## src/rtl/id_ex_stage_pkg.sv

```systemverilog
// ID/EX stage shared definitions.
// ALU codes, EX control bundle and bubble constant.
package id_ex_stage_pkg;

  localparam int ID_EX_DW = 32;
  localparam int ID_EX_RW = 5;
  localparam int SHAMT_W  = 5;

  localparam logic [5:0] ALU_ADD = 6'b000000;
  localparam logic [5:0] ALU_SUB = 6'b000001;
  localparam logic [5:0] ALU_AND = 6'b011000;
  localparam logic [5:0] ALU_OR  = 6'b011110;
  localparam logic [5:0] ALU_XOR = 6'b010110;
  localparam logic [5:0] ALU_SLL = 6'b100000;
  localparam logic [5:0] ALU_SRL = 6'b100001;
  localparam logic [5:0] ALU_SRA = 6'b100011;

  typedef struct packed {
    logic [5:0] alufun;
    logic       sign;
    logic       src1;
    logic       src2;
    logic       regwrite;
    logic       memread;
    logic       memwrite;
  } ex_ctl_t;

  localparam ex_ctl_t BUBBLE_CTL = '{
    alufun:   ALU_ADD,
    sign:     1'b0,
    src1:     1'b0,
    src2:     1'b0,
    regwrite: 1'b0,
    memread:  1'b0,
    memwrite: 1'b0
  };

endpackage

```

## src/rtl/id_ex_stage_fwd_mux.sv

```systemverilog
// Operand forwarding mux for one source register.
// MEM result beats WB result beats the stored value; $0 never forwards.
module fwd_mux
  import id_ex_stage_pkg::*;
#(
  parameter int DW = ID_EX_DW,
  parameter int RW = ID_EX_RW
) (
  input  logic [RW-1:0] i_num,
  input  logic [DW-1:0] i_val,
  input  logic          i_mem_we,
  input  logic [RW-1:0] i_mem_addr,
  input  logic [DW-1:0] i_mem_data,
  input  logic          i_wb_we,
  input  logic [RW-1:0] i_wb_addr,
  input  logic [DW-1:0] i_wb_data,
  output logic [DW-1:0] o_val
);

  logic w_mem_hit;
  logic w_wb_hit;

  assign w_mem_hit = i_mem_we
                   && (i_mem_addr != '0)
                   && (i_mem_addr == i_num);
  assign w_wb_hit  = i_wb_we
                   && (i_wb_addr != '0)
                   && (i_wb_addr == i_num);

  // Pick the youngest in-flight producer of this register.
  always_comb begin
    o_val = i_val;
    priority case (1'b1)
      w_mem_hit: o_val = i_mem_data;
      w_wb_hit:  o_val = i_wb_data;
      default:   o_val = i_val;
    endcase
  end

endmodule

```

## src/rtl/id_ex_stage.sv

```systemverilog
// ID/EX pipeline register with forwarding and load-use detect.
// Feeds ALU operands/controls and the EX/MEM store path.
module id_ex_stage
  import id_ex_stage_pkg::*;
#(
  parameter int DW    = ID_EX_DW,
  parameter int RW    = ID_EX_RW,
  parameter int CNT_W = 16
) (
  input  logic             clk,
  input  logic             reset,
  input  logic             stall,
  input  logic             flush,
  input  logic             ID_Valid,
  input  logic [DW-1:0]    ID_PC,
  input  logic [DW-1:0]    ID_RsData,
  input  logic [DW-1:0]    ID_RtData,
  input  logic [DW-1:0]    ID_Imm,
  input  logic [4:0]       ID_Shamt,
  input  logic [RW-1:0]    ID_Rs,
  input  logic [RW-1:0]    ID_Rt,
  input  logic [RW-1:0]    ID_WAddr,
  input  logic             ID_UsesRt,
  input  logic             ID_ALUSrc1,
  input  logic             ID_ALUSrc2,
  input  logic [5:0]       ID_ALUFun,
  input  logic             ID_Sign,
  input  logic             ID_RegWrite,
  input  logic             ID_MemRead,
  input  logic             ID_MemWrite,
  input  logic             MEM_RegWrite,
  input  logic [RW-1:0]    MEM_WAddr,
  input  logic [DW-1:0]    MEM_WData,
  input  logic             WB_RegWrite,
  input  logic [RW-1:0]    WB_WAddr,
  input  logic [DW-1:0]    WB_WData,
  output logic [DW-1:0]    A,
  output logic [DW-1:0]    B,
  output logic [5:0]       ALUFun,
  output logic             Sign,
  output logic [DW-1:0]    EX_RtData,
  output logic [DW-1:0]    EX_PC,
  output logic [RW-1:0]    EX_WAddr,
  output logic             EX_RegWrite,
  output logic             EX_MemRead,
  output logic             EX_MemWrite,
  output logic             EX_Valid,
  output logic             LoadUse,
  output logic [CNT_W-1:0] BubbleCnt
);

  logic                r_valid;
  ex_ctl_t             r_ctl;
  logic [DW-1:0]       r_pc;
  logic [DW-1:0]       r_rs_data;
  logic [DW-1:0]       r_rt_data;
  logic [DW-1:0]       r_imm;
  logic [SHAMT_W-1:0]  r_shamt;
  logic [RW-1:0]       r_rs;
  logic [RW-1:0]       r_rt;
  logic [RW-1:0]       r_waddr;
  logic [CNT_W-1:0]    r_bubble_cnt;

  logic [DW-1:0]       w_fwd_rs;
  logic [DW-1:0]       w_fwd_rt;
  logic [DW-1:0]       w_shamt_ext;
  logic                w_ld_hit_rs;
  logic                w_ld_hit_rt;
  logic                w_load_use;
  logic                w_cnt_full;
  ex_ctl_t             w_id_ctl;

  assign w_id_ctl = '{
    alufun:   ID_ALUFun,
    sign:     ID_Sign,
    src1:     ID_ALUSrc1,
    src2:     ID_ALUSrc2,
    regwrite: ID_RegWrite,
    memread:  ID_MemRead,
    memwrite: ID_MemWrite
  };

  fwd_mux #(
    .DW (DW),
    .RW (RW)
  ) u_fwd_rs (
    .i_num      (r_rs),
    .i_val      (r_rs_data),
    .i_mem_we   (MEM_RegWrite),
    .i_mem_addr (MEM_WAddr),
    .i_mem_data (MEM_WData),
    .i_wb_we    (WB_RegWrite),
    .i_wb_addr  (WB_WAddr),
    .i_wb_data  (WB_WData),
    .o_val      (w_fwd_rs)
  );

  fwd_mux #(
    .DW (DW),
    .RW (RW)
  ) u_fwd_rt (
    .i_num      (r_rt),
    .i_val      (r_rt_data),
    .i_mem_we   (MEM_RegWrite),
    .i_mem_addr (MEM_WAddr),
    .i_mem_data (MEM_WData),
    .i_wb_we    (WB_RegWrite),
    .i_wb_addr  (WB_WAddr),
    .i_wb_data  (WB_WData),
    .o_val      (w_fwd_rt)
  );

  assign w_ld_hit_rs = (r_waddr == ID_Rs);
  assign w_ld_hit_rt = ID_UsesRt && (r_waddr == ID_Rt);
  assign w_cnt_full  = &r_bubble_cnt;

  // A load in EX whose target ID needs must bubble; a stall already holds ID.
  always_comb begin
    w_load_use = 1'b0;
    if (!stall && r_valid && r_ctl.memread
        && (r_waddr != '0)) begin
      w_load_use = w_ld_hit_rs || w_ld_hit_rt;
    end
  end

  // Pipeline register: reset > flush > stall > load-use bubble > load.
  always_ff @(posedge clk) begin
    if (reset) begin
      r_valid   <= 1'b0;
      r_ctl     <= BUBBLE_CTL;
      r_pc      <= '0;
      r_rs_data <= '0;
      r_rt_data <= '0;
      r_imm     <= '0;
      r_shamt   <= '0;
      r_rs      <= '0;
      r_rt      <= '0;
      r_waddr   <= '0;
    end else if (flush) begin
      r_valid <= 1'b0;
      r_ctl   <= BUBBLE_CTL;
    end else if (stall) begin
      r_rs_data <= w_fwd_rs;
      r_rt_data <= w_fwd_rt;
    end else if (w_load_use) begin
      r_valid <= 1'b0;
      r_ctl   <= BUBBLE_CTL;
    end else begin
      r_valid   <= ID_Valid;
      r_ctl     <= w_id_ctl;
      r_pc      <= ID_PC;
      r_rs_data <= ID_RsData;
      r_rt_data <= ID_RtData;
      r_imm     <= ID_Imm;
      r_shamt   <= ID_Shamt;
      r_rs      <= ID_Rs;
      r_rt      <= ID_Rt;
      r_waddr   <= ID_WAddr;
    end
  end

  // Count load-use bubbles actually inserted; a flush in the same cycle wins.
  always_ff @(posedge clk) begin
    if (reset) begin
      r_bubble_cnt <= '0;
    end else if (!flush && w_load_use && !w_cnt_full) begin
      r_bubble_cnt <= r_bubble_cnt + 1'b1;
    end
  end

  assign w_shamt_ext = {{(DW-SHAMT_W){1'b0}}, r_shamt};

  assign A           = r_ctl.src1 ? w_shamt_ext : w_fwd_rs;
  assign B           = r_ctl.src2 ? r_imm : w_fwd_rt;
  assign EX_RtData   = w_fwd_rt;
  assign ALUFun      = r_valid ? r_ctl.alufun : ALU_ADD;
  assign Sign        = r_valid & r_ctl.sign;
  assign EX_PC       = r_pc;
  assign EX_WAddr    = r_waddr;
  assign EX_RegWrite = r_valid & r_ctl.regwrite;
  assign EX_MemRead  = r_valid & r_ctl.memread;
  assign EX_MemWrite = r_valid & r_ctl.memwrite;
  assign EX_Valid    = r_valid;
  assign LoadUse     = w_load_use;
  assign BubbleCnt   = r_bubble_cnt;

endmodule

```

## config.mk

```make
export PLATFORM = sky130hd
export DESIGN_NAME = id_ex_stage
export DESIGN_NICKNAME = d
export VERILOG_FILES = /design/src/rtl/id_ex_stage_pkg.sv /design/src/rtl/id_ex_stage_fwd_mux.sv /design/src/rtl/id_ex_stage.sv
export SDC_FILE = /design/constraint.sdc
export NUM_CORES = 1
export LEC_CHECK = 0
export CAP_MARGIN = 20
export CORE_MARGIN = 5
export CORE_UTILIZATION = 35
export CTS_BUF_LIST = sky130_fd_sc_hd__clkbuf_8
export DETAILED_ROUTE_END_ITERATION = 6
export DONT_BUFFER_PORTS = 1
export GPL_TIMING_DRIVEN = 0
export PLACE_DENSITY = 0.5
export SYNTH_ARGS = -nofsm -noshare
export SYNTH_HDL_FRONTEND = slang
export SYNTH_HIERARCHICAL = 1
export SYNTH_SLANG_ARGS = --single-unit
export TNS_END_PERCENT = 10
```

## constraint.sdc

```tcl
create_clock -name clk -period 3.1 [get_ports clk]
set_input_delay 0.62 -clock clk [delete_from_list [all_inputs] [get_ports clk]]
set_output_delay 0.62 -clock clk [all_outputs]
set_load 0.01 [all_outputs]
```

==> results.cfg <==
[pwr]
vdd_drop_max_uv = 302
leakagePower_nw = 4.80
finalPower_w = 0.00588
power_density_nw_per_um2 = 395

[run_status]
violations = negative setup slack
outcome = finished with violations

[sta]
hold_viol = 0
min_period_ns = 3.19
slew_viol_final = 0
maxSlewHeadroom = 0.431
max_freq_ghz = 0.314
fin_crit_sh = 1.03
tightest_slew_ns = 0.853
grt_setup_unrepaired = yes
skew_ns = 0.0129
finalSetupViolations = 23
setup_ws_ns = -0.0898

[synth]
async_reset_ff_frac = 0
synth_top_family_by_area = simple AND/OR/NAND/NOR gates
synth.top_cell.area_share = 0.302
syn_inst = 1356
synth_fa_ha_area_frac = 0.00107
synthesis.area_um2 = 11700
syn_avg_cell_area_um2 = 8.65
synth_compound_gate_area_share = 0.167
synth_area_leaders = dfxtp_1 (30%), mux2_2 (11%), nand2b_1 (9.1%)
yosys.area.top_type = dfxtp_1
muxShareOfSynthArea = 0.194
seq_area_frac_synth = 0.302
synth_flop_cell = dfxtp_1
ys_ff_latch = 177
synthSimpleGateAreaFrac = 0.236
ys_types = 44
synth_edf_count = 0
synth_xor_area_frac = 0.0194
syn_nets = 1599
yosysWarnings = 6

[drt]
via_per_inst = 5.93
drc = 0
ant_nets = 0
wirelength_um = 50000
wire_per_inst_um = 27.0
vias = 11000
dr.pass1.iters = 5
initialDrtViolationCount = 586

[die]
start_util = 0.352
die_h_um = 193
core_um2 = 33300
rows = 67
die_w_um = 193
num_io_pins = 403
dieArea_um2 = 37300

[clocking]
cts_max_level = 4
clk_path_buf_depth = 2
ctsRootBufferMaster = clkbuf_8
clk_latency_ns = 0.52
cts_hold_buf = 0
cts_tree = built
path_clk_slew_ns = 0.11
clkSinkCount = 177
numCtsBuffers = 17

[global_route]
gr-total-overflow = 0
grt_max_degree = 17
grt.total_usage = 0.253
antenna_found_initial = 6
grt_pass1_wl_um = 71200
grt_pass1_vias = 11100

[worst_hold_path]
hold_start = ID_PC[13]
min_path_type = input port to flip-flop

[setup_path]
crit_fanout = 10
crit_path_start = MEM_WAddr[0]
crit_type = input port to primary output
r2r_start = EX_Valid
critPathLaunchType = input port
required_ns = 2.48
end_kind = primary output
worstPathArrival_ns = 2.57

[cells_and_area]
drive_gt1_frac = 0.321
mostFrequentLayoutCell = nand2b_1
syn_to_final_growth_pct = 27.1
final_cell_mix = nand2b_1 (170), dfxtp_1 (164), a211oi_1 (128)
fillers = 3283
finalNetCount = 1627

[place]
gp_congestion = 0.888
port_buffers = 0
place.detailed.hpwl_um = 37800
pre_cts_slack_ns = -0.707

[flow_run]
cap_viol_max_count = 0
[sequential cells by signal (all words and copies together), names as in the netlist]
register	count
r_rs_data	32
r_rs	5
r_imm	32
r_rt_data	32
EX_Valid	1
EX_WAddr	5
r_ctl	12
r_shamt	5
r_rt	5
EX_PC	32
BubbleCnt	16
[layout make-up]
cell class	instances	area [µm²]	share of cell area
antenna	3	7.51	0.000504
buffer	148	856	0.0574
clock buffer	17	234	0.0157
clock inverter	15	186	0.0125
inverter	65	244	0.0164
multi-input combinational	960	9070	0.608
sequential	177	3570	0.240
tap	448	561	0.0376
timing repair buffer	15	171	0.0115
[metal layers]
| layer | track usage | vias up | wire length (µm) |
|---|---|---|---|
| li1 | - | 5076 | - |
| met1 | 0.305 | 5318 | 19900 |
| met2 | 0.428 | 489 | 23900 |
| met4 | 0.0675 | 8 | 1180 |
| met3 | 0.0934 | 66 | 4970 |
| met5 | 0 | - | 44 |
[logic make-up after synthesis]
kind of cell / count (synthesis)
xor+xnor: 26
flops: 177
buf+inv: 219
compound gates: 270
mux: 213
simple gates: 450
fa+ha+maj: 1
[power breakdown]
group | internal [W] | leakage [nW] | switching [W] | total (W)
Combinational | 0.000634 | 3.12 | 0.000941 | 0.00157
Sequential | 0.00240 | 1.46 | 0.000114 | 0.00251
Clock | 0.000810 | 0.223 | 0.000987 | 0.00180
[repair_timing]
item                                    in CTS  in global routing
resized for setup                          260                173
setup buffers                                9                  3
pin swaps                                   20                 20
gates cloned                                 2                  0
endpoints found under the setup margin     100                 65
hold endpoints to repair                     0                  0
[final timing paths]
check | to | slack, ns | cells after the start
worst max-delay path | B[21] | -0.09 | 6
worst min-delay path | EX_PC[13] | 0.24 | 2
worst max register to register | r_rs_data[30] | 0.41 | 7
worst min register to register | r_rs_data[5] | 0.47 | 2
[through the flow]
step	area, µm²	utilization	setup TNS [ns]	std cells	hold slack (ns)
CTS	14000	0.421	-2.31	1843	0.212
global route	14900	0.448	-3.63	1846	0.213
detailed placement	12300	0.369	-19.73	1804	0.449
finish	14900	0.448	-0.786	1848	0.241
global placement	12300	0.369	-16.44	1804	0.444
floorplan	11700	-	0	1356	0.434
[Yosys cell counts (all sizes together), types with 19 or more instances]
master and n:
a211oi 128, a31oi 65, buf 49, clkbuf 105
dfxtp 177, inv 65, mux2 115, mux2i 98
nand2b 170, nand4 74, nor2 19, nor2b 41
nor4 66, o31ai 64, xnor2 26
[critical path, cell delays in order]
cell	delay [ns]
or4_4	0.53
a21oi_4	0.29
clkbuf_4	0.41
nor4_2	0.10
a31oi_2	0.32
mux2_2	0.29
Power figures use the tool's default switching activity.
